[config.mk]
export PLATFORM = sky130hd
export DESIGN_NAME = eth_mii_tx
export DESIGN_NICKNAME = d
export VERILOG_FILES = /design/src/rtl/eth_pkg.sv /design/src/rtl/eth_crc32_nib.sv /design/src/rtl/eth_mii_tx.sv
export SDC_FILE = /design/constraint.sdc
export NUM_CORES = 1
export LEC_CHECK = 0
export BUFFER_PORTS_ARGS = -buffer_cell sky130_fd_sc_hd__buf_2
export CAP_MARGIN = 40
export CORE_ASPECT_RATIO = 0.75
export CORE_MARGIN = 2
export CORE_UTILIZATION = 55
export CTS_BUF_LIST = sky130_fd_sc_hd__clkbuf_16
export DETAILED_ROUTE_END_ITERATION = 10
export HOLD_SLACK_MARGIN = 0.03
export PLACE_DENSITY = 0.77
export SLEW_MARGIN = 20
export SYNTH_ARGS = -nofsm -noshare
export SYNTH_HDL_FRONTEND = slang
export SYNTH_HIERARCHICAL = 1
export SYNTH_SLANG_ARGS = --single-unit
[constraint.sdc]
create_clock -name clk -period 4.1 [get_ports clk]
set_input_delay 0.205 -clock clk [delete_from_list [all_inputs] [get_ports clk]]
set_output_delay 0.205 -clock clk [all_outputs]
set_load 0.05 [all_outputs]
[src/rtl/eth_pkg.sv]
// Shared Ethernet constants and transmit FSM state type for the MII TX/RX paths.
package eth_pkg;

  localparam logic [3:0]  ETH_PREAMBLE_NIB = 4'h5;
  localparam logic [3:0]  ETH_SFD_NIB      = 4'hD;
  localparam logic [31:0] CRC32_POLY_REFL  = 32'hEDB88320;
  localparam logic [31:0] CRC32_RESIDUE    = 32'hDEBB20E3;
  localparam int          ETH_MIN_LEN      = 60;
  localparam int          ETH_PRE_NIBS     = 15;

  typedef enum logic [2:0] {
    ST_IDLE,
    ST_PRE,
    ST_SFD,
    ST_DATA,
    ST_PAD,
    ST_FCS,
    ST_IFG
  } tx_state_e;

endpackage

[src/rtl/eth_crc32_nib.sv]
// Combinational reflected CRC-32 update for one nibble, LSB first.
module eth_crc32_nib
  import eth_pkg::*;
(
  input  logic [31:0] crc_i,
  input  logic [3:0]  nib_i,
  output logic [31:0] crc_o
);

  always_comb begin
    crc_o = crc_i;
    for (int i = 0; i < 4; i++) begin
      if (crc_o[0] ^ nib_i[i]) crc_o = (crc_o >> 1) ^ CRC32_POLY_REFL;
      else                     crc_o = crc_o >> 1;
    end
  end

endmodule

[src/rtl/eth_mii_tx.sv]
// MII transmit path: streams a frame from the TX RAM with preamble, padding,
// FCS and inter-frame gap.
module eth_mii_tx
  import eth_pkg::*;
#(
  parameter int MTU     = 1536,
  parameter int ADDR_W  = 11,
  parameter int MIN_LEN = ETH_MIN_LEN,
  parameter int IFG_NIB = 24
) (
  input  logic              clk,
  input  logic              rst,
  input  logic              nib_en,
  input  logic              start,
  input  logic [15:0]       len,
  output logic              busy,
  output logic              done,
  output logic              len_err,
  output logic [ADDR_W-1:0] buf_addr,
  output logic              buf_rd,
  input  logic [7:0]        buf_data,
  output logic [3:0]        mii_txd,
  output logic              mii_tx_en,
  output logic              mii_tx_er
);

  localparam logic [15:0] MTU_W     = 16'(MTU);
  localparam logic [15:0] MIN_LEN_W = 16'(MIN_LEN);
  localparam logic [4:0]  PRE_LAST  = 5'(ETH_PRE_NIBS - 1);
  localparam logic [4:0]  IFG_LAST  = 5'(IFG_NIB);

  tx_state_e         state_q, state_d;
  logic [4:0]        cnt_q, cnt_d;
  logic [15:0]       len_q, len_d;
  logic [15:0]       byte_cnt_q, byte_cnt_d;
  logic              hi_q, hi_d;
  logic [3:0]        hold_q, hold_d;
  logic [31:0]       crc_q, crc_d;
  logic              busy_q, busy_d;
  logic              done_q, done_d;
  logic              len_err_q, len_err_d;
  logic [ADDR_W-1:0] buf_addr_q, buf_addr_d;
  logic              buf_rd_q, buf_rd_d;
  logic [3:0]        txd_q, txd_d;
  logic              tx_en_q, tx_en_d;

  logic [3:0]        data_nib;
  logic [31:0]       crc_next;
  logic [31:0]       fcs;
  logic [15:0]       byte_inc;

  assign data_nib = (state_q == ST_PAD) ? 4'h0 : (hi_q ? hold_q : buf_data[3:0]);
  assign byte_inc = byte_cnt_q + 16'd1;
  assign fcs      = ~crc_q;

  eth_crc32_nib u_crc (
    .crc_i (crc_q),
    .nib_i (data_nib),
    .crc_o (crc_next)
  );

  always_comb begin
    state_d    = state_q;
    cnt_d      = cnt_q;
    len_d      = len_q;
    byte_cnt_d = byte_cnt_q;
    hi_d       = hi_q;
    hold_d     = hold_q;
    crc_d      = crc_q;
    busy_d     = busy_q;
    done_d     = 1'b0;
    len_err_d  = 1'b0;
    buf_addr_d = buf_addr_q;
    buf_rd_d   = buf_rd_q;
    txd_d      = txd_q;
    tx_en_d    = tx_en_q;
    case (state_q)
      ST_IDLE: begin
        if (start) begin
          if (len == 16'd0 || len > MTU_W) begin
            len_err_d = 1'b1;
          end else begin
            len_d      = len;
            busy_d     = 1'b1;
            buf_addr_d = '0;
            buf_rd_d   = 1'b1;
            crc_d      = 32'hFFFF_FFFF;
            cnt_d      = '0;
            byte_cnt_d = '0;
            hi_d       = 1'b0;
            state_d    = ST_PRE;
          end
        end
      end
      ST_PRE: if (nib_en) begin
        txd_d   = ETH_PREAMBLE_NIB;
        tx_en_d = 1'b1;
        if (cnt_q == PRE_LAST) begin
          cnt_d   = '0;
          state_d = ST_SFD;
        end else begin
          cnt_d = cnt_q + 5'd1;
        end
      end
      ST_SFD: if (nib_en) begin
        txd_d   = ETH_SFD_NIB;
        state_d = ST_DATA;
      end
      ST_DATA, ST_PAD: if (nib_en) begin
        txd_d = data_nib;
        crc_d = crc_next;
        if (!hi_q) begin
          hi_d   = 1'b1;
          hold_d = buf_data[7:4];
          // Advance on the low nibble so the registered RAM read settles
          // before the next byte's low-nibble tick, even at full rate.
          if (state_q == ST_DATA && byte_inc != len_q)
            buf_addr_d = byte_inc[ADDR_W-1:0];
        end else begin
          hi_d       = 1'b0;
          byte_cnt_d = byte_inc;
          if (state_q == ST_DATA && byte_inc == len_q) begin
            buf_rd_d = 1'b0;
            state_d  = (len_q < MIN_LEN_W) ? ST_PAD : ST_FCS;
          end else if (state_q == ST_PAD && byte_inc == MIN_LEN_W) begin
            state_d = ST_FCS;
          end
        end
      end
      ST_FCS: if (nib_en) begin
        txd_d = fcs[{cnt_q[2:0], 2'b00} +: 4];
        if (cnt_q == 5'd7) begin
          cnt_d   = '0;
          state_d = ST_IFG;
        end else begin
          cnt_d = cnt_q + 5'd1;
        end
      end
      ST_IFG: if (nib_en) begin
        txd_d   = 4'h0;
        tx_en_d = 1'b0;
        // The first tick drops tx_en; the line then idles IFG_NIB full ticks.
        if (cnt_q == IFG_LAST) begin
          busy_d  = 1'b0;
          done_d  = 1'b1;
          state_d = ST_IDLE;
        end else begin
          cnt_d = cnt_q + 5'd1;
        end
      end
      default: state_d = ST_IDLE;
    endcase
  end

  always_ff @(posedge clk or posedge rst) begin
    if (rst) begin
      state_q    <= ST_IDLE;
      cnt_q      <= '0;
      len_q      <= '0;
      byte_cnt_q <= '0;
      hi_q       <= 1'b0;
      hold_q     <= '0;
      crc_q      <= '0;
      busy_q     <= 1'b0;
      done_q     <= 1'b0;
      len_err_q  <= 1'b0;
      buf_addr_q <= '0;
      buf_rd_q   <= 1'b0;
      txd_q      <= '0;
      tx_en_q    <= 1'b0;
    end else begin
      state_q    <= state_d;
      cnt_q      <= cnt_d;
      len_q      <= len_d;
      byte_cnt_q <= byte_cnt_d;
      hi_q       <= hi_d;
      hold_q     <= hold_d;
      crc_q      <= crc_d;
      busy_q     <= busy_d;
      done_q     <= done_d;
      len_err_q  <= len_err_d;
      buf_addr_q <= buf_addr_d;
      buf_rd_q   <= buf_rd_d;
      txd_q      <= txd_d;
      tx_en_q    <= tx_en_d;
    end
  end

  assign busy      = busy_q;
  assign done      = done_q;
  assign len_err   = len_err_q;
  assign buf_addr  = buf_addr_q;
  assign buf_rd    = buf_rd_q;
  assign mii_txd   = txd_q;
  assign mii_tx_en = tx_en_q;
  assign mii_tx_er = 1'b0;

endmodule

# Word level (Yosys, flattened, before mapping)
# Cells that the tools add are included.
[classes] n_bitwise=11 n_reduce_logical=23 mux=74 shift=1 order_cmp=2 n_eq_ne=28 addsub=2
[ops] operator="32-bit two-way mux" count=7
[ops] operator="16-bit two-way mux" count=4
[ops] operator="32-bit case mux with 2 select lines" count=1
[ops] operator="13-bit inverter with 14-bit output" count=4
[ops] operator="11-bit two-way mux" count=5
[ops] operator="5-bit two-way mux" count=8
[ops] operator="3-bit two-way mux" count=13
[ops] operator="32-bit inverter" count=1
[ops] operator="16-bit case mux with 2 select lines" count=1
[ops] operator="32-bit by 6-bit indexed part select with 4-bit output" count=1
[ops] operator="2-bit != test (second input constant)" count=15
[ops] operator="4-bit two-way mux" count=7
[ops] operator="11-bit case mux with 2 select lines" count=1
[ops] operator="1-bit two-way mux" count=20
[ops] operator="4-bit case mux with 5 select lines" count=1
[ops] operator="5-bit case mux with 4 select lines" count=1
[ops] operator="3-bit case mux with 6 select lines" count=1
[ops] operator="6-bit AND reduction" count=3
[ops] operator="16-bit by 1-bit adder with 16-bit output (second input constant)" count=1
[ops] operator="16-bit equality test" count=1
[ops] operator="16-bit by 6-bit equality test with 1-bit output (second input constant)" count=1
[ops] operator="16-bit by 11-bit greater-than comparator with 1-bit output (second input constant)" count=1
[ops] operator="16-bit logical NOT" count=1
[ops] operator="16-bit by 6-bit less-than comparator with 1-bit output (second input constant)" count=1
[ops] operator="other kinds (24)" count=41
[word_totals] register_bits=97 output_inout_bits=21

# Logic depth before layout (Yosys ltp)
[logic_depth] ltp_word=12 ltp_mapped=11 depth_no_buf=9

# By module
# The synthesis kept the hierarchy.
[modules_own_cells] module="eth_mii_tx" cells_per_inst=599 area_each_um2=5592.9 n_inst=1
[modules_own_cells] module="eth_crc32_nib" cells_per_inst=50 area_each_um2=827.0 n_inst=1

# Worst setup path after synthesis
# OpenSTA, ideal clock, no wires.
[synth_path] path_type="flip-flop to flip-flop" from="reg byte_cnt_q[0]" to="reg buf_addr_q[0], in the netlist buf_addr[0]" period_less_slack_ns=2.737 arrival_ns=2.612 setup_ns=0.125 path_buffers=2 setup_slack_ns=1.363 path_stages_with_launch=11 cell_sequence="dfrtp_1 > ha_1 > clkbuf_1 > nand4_2 > o32a_1 > nand3_1 > nor4_1 > and4_4 > a2111oi_4 > buf_6 > mux2_2"
[synth_via] elab_chain_len=5 word_cells_on_any_way=9 cone_classes="add/sub: 1; eq/ne: 2; mux: 4; reduce/logical: 2"
[synth_rtl] element="from (decl)" line_no="eth_mii_tx.sv:35" source="logic [15:0] byte_cnt_q, byte_cnt_d;"
[synth_rtl] element="from (signal assigned)" line_no="eth_mii_tx.sv:175" source="byte_cnt_q <= byte_cnt_d;"
[synth_rtl] element="16-bit by 1-bit adder with 16-bit output *" line_no="eth_mii_tx.sv:53" source="assign byte_inc = byte_cnt_q + 16'd1;"
[synth_rtl] element="16-bit != test or 11-bit two-way mux (tied branches)" line_no="eth_mii_tx.sv:117" source="if (state_q == ST_DATA && byte_inc != len_q)"
[synth_rtl] element="1-bit logical AND or 11-bit two-way mux (tied branches)" line_no="eth_mii_tx.sv:117, eth_mii_tx.sv:112"
[synth_rtl] element="2-bit != test (no line) or 11-bit two-way mux (tied branches)"
[synth_rtl] element="6-bit AND reduction (no line) or 11-bit case mux with 2 select lines (tied branches)"
[synth_rtl] element="to (signal assigned)" line_no="eth_mii_tx.sv:182" source="buf_addr_q <= buf_addr_d;"
[synth_rtl] element="to (decl)" line_no="eth_mii_tx.sv:42" source="logic [ADDR_W-1:0] buf_addr_q, buf_addr_d;"
# Every way passes the cells marked *; elsewhere a longest branch is shown, timed or not. The select of a mux whose other input is x is not followed.
# A chain may end at the register's enable or synchronous reset.

# Final worst setup path
[layout_path] from="reg byte_cnt_q[0]" to="reg buf_addr_q[8], in the netlist buf_addr[8]"
# The elaborated chain is that of the path after synthesis.

==> results.py <==
metrics = {
    "status": {
        "outcome": "complete, no violations",
    },
    "clock_tree": {
        "post_cts_buffers": 0,
        "numCtsBuffers": 9,
        "cts.sinks": 97,
        "cts_tree": "built",
        "clk_path_buf_depth": 2,
        "cts_root_buffer": "clkbuf_16",
        "clk_pin_slew_ns": 0.07,
        "htreeDepth": 3,
        "clock_latency_ns": 0.35,
    },
    "routing": {
        "wl_um": 15900,
        "drt-wirelength-per-cell_um": 19.5,
        "drt_iter0_drc": 606,
        "route.vias.total": 5017,
        "drc": 0,
        "ant_nets": 0,
        "first_pass_iters": 5,
        "vias_per_cell": 6.15,
    },
    "sta": {
        "rsz0062_at_grt": "no",
        "setup_tns_ns": 0,
        "slew_violations": 0,
        "finalHoldViolations": 0,
        "relSlewSlack_pct": 44.9,
        "finClkSkew_ns": 0.00486,
        "period_needed_ns": 3.30,
        "finalCritPeriodShare_pct": 80.6,
        "max_freq_mhz": 303,
        "setup_viol": 0,
        "tightest_slew_ns": 0.822,
    },
    "power_and_ir_drop": {
        "power_frac_comb_pct": 50.5,
        "clock_power_share_pct": 18.4,
        "p_sw_uw": 1890,
        "p_per_area_mw_per_mm2": 707,
        "netSwitchingFraction_pct": 38.0,
        "p_seq_share_pct": 31.1,
        "ir_drop_v": 0.000362,
        "p_leak_uw": 0.00326,
        "p_int_uw": 3090,
    },
    "floorplanning": {
        "placementRows": 34,
        "start_util_pct": 55.9,
        "core_area_mm2": 0.0115,
        "die_h_um": 97.6,
        "die-area_mm2": 0.0126,
        "die_w_um": 129,
        "num_io_pins": 49,
    },
    "global_routing": {
        "antenna_found_initial": 0,
        "grt.total_usage_pct": 27.2,
        "grt_pass1_vias": 4751,
        "grt_pass1_wl_um": 26200,
        "grt_max_degree": 77,
        "grt.overflow.total": 0,
    },
    "synthesis": {
        "synth_seq_cells": 97,
        "synthTopCellsByArea": "dfrtp_1, xnor3_1, o21ai_0",
        "netlist.area_leader.share_pct": 37.8,
        "synth_top_area_cell": "dfrtp_1",
        "synth_common_cells": "dfrtp_1, nor2_1, o21ai_0, nand2_1, clkbuf_1",
        "synth_cell_types": 67,
        "synthFlopType": "dfrtp_1",
        "syn_inst": 649,
        "synth_edf_count": 0,
        "syn-mean-instance-area_um2": 9.89,
        "synth_fp_nets": 686,
        "syn_area_mm2": 0.00642,
        "synth_seq_area_share_pct": 37.8,
        "synthMostInstantiatedCell": "dfrtp_1",
        "ys_warn_count": 6,
        "async_flop_share_pct": 100,
    },
    "layout": {
        "diodes": 0,
        "final_layout_size_suffix_gt1_share_pct": 19.6,
        "fin_nets": 704,
        "area_growth_pct": 9.69,
        "design_area_mm2": 0.00704,
    },
    "critical_path": {
        "reg2reg_depth": 10,
        "worstReg2RegStart": "byte_cnt_q[0]$_DFFE_PP0P_",
        "worstPathArrival_ns": 3.54,
        "regToRegEndpoint": "buf_addr[8]$_DFFE_PP0P_",
        "crit_end": "buf_addr[8]$_DFFE_PP0P_",
        "cp_max_fo": 11,
        "required_ns": 4.33,
        "critPathLaunchType": "register",
        "endpoint_kind": "register",
        "cp-startpoint": "byte_cnt_q[0]$_DFFE_PP0P_",
        "crit_type": "register to register",
        "reg2reg_slack_ns": 0.80,
    },
    "placed_design": {
        "dpl.hpwl_um": 11200,
        "io_buffers": 47,
        "routabilityCongestion": 0.928,
        "place_area_mm2": 0.00667,
    },
    "worst_hold_path": {
        "hp-class": "input port to register",
    },
    "run": {
        "max-cap-violations": 0,
    },
}
layout by cell type, fill, tap and decap left out, types with 3 or more instances in the layout:
master	count
nand4_1	8
nand2b_1	7
and4_1	3
nand2_1	63
mux2_2	28
and2_1	3
nor2_1	70
ha_1	9
xnor3_1	26
mux2i_1	12
inv_1	16
o21ai_0	65
nor4_1	8
nor2b_1	6
dfrtp_1	97
buf_4	10
o211ai_1	3
xnor2_2	3
mux4_2	8
clkbuf_16	9
xnor2_1	31
a21oi_1	30
xor2_1	6
and3_1	4
nand3_1	18
o41ai_1	5
or4_1	3
nor3_1	6
o31ai_1	8
buf_2	47
a31oi_1	9
critical path, cell delays in order, from the launching register on:
cell and delay, ns:
dfrtp_1 0.53, ha_1 0.49, nand2_1 0.17, nor2_1 0.26
and3_1 0.27, xnor2_1 0.13, a311oi_1 0.07, and4_4 0.24
a2111oi_4 0.40, buf_4 0.27, mux2_2 0.35
repair_timing:
item | CTS | global route
gates resized for setup | 0 | 0
hold buffers | 0 | 1
setup endpoints to repair | 0 | 0
endpoints found under the hold margin | 0 | 21
metrics by stage:
step	setup WS (ns)	instances	power, uW	hold slack, ns	util (%)
floorplan	1.36	649	3560	0.315	-
global placement	0.804	796	3950	0.402	58.1
detailed placement	0.667	796	4040	0.414	58.1
CTS	0.630	812	4970	0.0404	60.9
global route	0.599	816	5320	0.0778	61.3
finish	0.797	816	4980	0.0842	61.3
final cells by class:
cell class	count	area [um2]
fillers	963	4440
multi-input cells	482	3700
flip-flops and latches	97	2430
repair buffers	60	352
clock buffers	9	225
well taps	144	180
clock inverters	7	93.8
inverters	17	66.3
logic make-up after synthesis:
kind of cell / after synthesis / synth area share, %
AOI/OAI and AO/OA: 140 / 13.2
xor gates and xnor gates: 70 / 16.4
adders and majority gates: 9 / 1.75
buffers and inverters: 70 / 4.83
DFF: 97 / 37.8
muxes: 48 / 9.59
other: 1 / 0.0584
and+or+nand+nor: 214 / 16.4
power groups by stage:
stage / sequential, uW / clock (uW) / combinational (uW)
6_report: 1550 / 916 / 2520
5_1_grt: 1590 / 965 / 2760
4_1_cts: 1540 / 928 / 2500
3_5_place_dp: 1560 / 0 / 2480
3_3_place_gp: 1540 / 0 / 2410
2_1_floorplan: 1500 / 0 / 2060
state kept, by name, summed over array words and instances, names as in the netlist:
name,flops
len_q,16
len_err,1
mii_txd,4
done,1
crc_q,32
busy,1
buf_rd,1
hold_q,4
buf_addr,11
hi_q,1
byte_cnt_q,16
mii_tx_en,1
cnt_q,5
state_q,3
worst min path at each step:
stage,start,end,cells after the start
4_1_cts,rst,crc_q[22]$_DFFE_PP0P_,2
3_3_place_gp,rst,byte_cnt_q[13]$_DFFE_PP0P_,2
3_5_place_dp,rst,crc_q[22]$_DFFE_PP0P_,2
5_1_grt,buf_data[4],hold_q[0]$_DFFE_PP0P_,2
6_report,buf_data[4],hold_q[0]$_DFFE_PP0P_,2
2_1_floorplan,start,len_err$_DFF_PP0_,2
metal layers:
layer	wire, um	vias to the layer above	global-route usage (%)	part of all wire (%)
met3	1140	18	6.44	7.1
met4	174	0	5.35	1.1
met1	7640	2488	42.5	48
li1	-	2330	-	-
met5	0	-	0	0
met2	6970	181	38.6	44
Note: power is estimated with default switching activity, not from simulation.
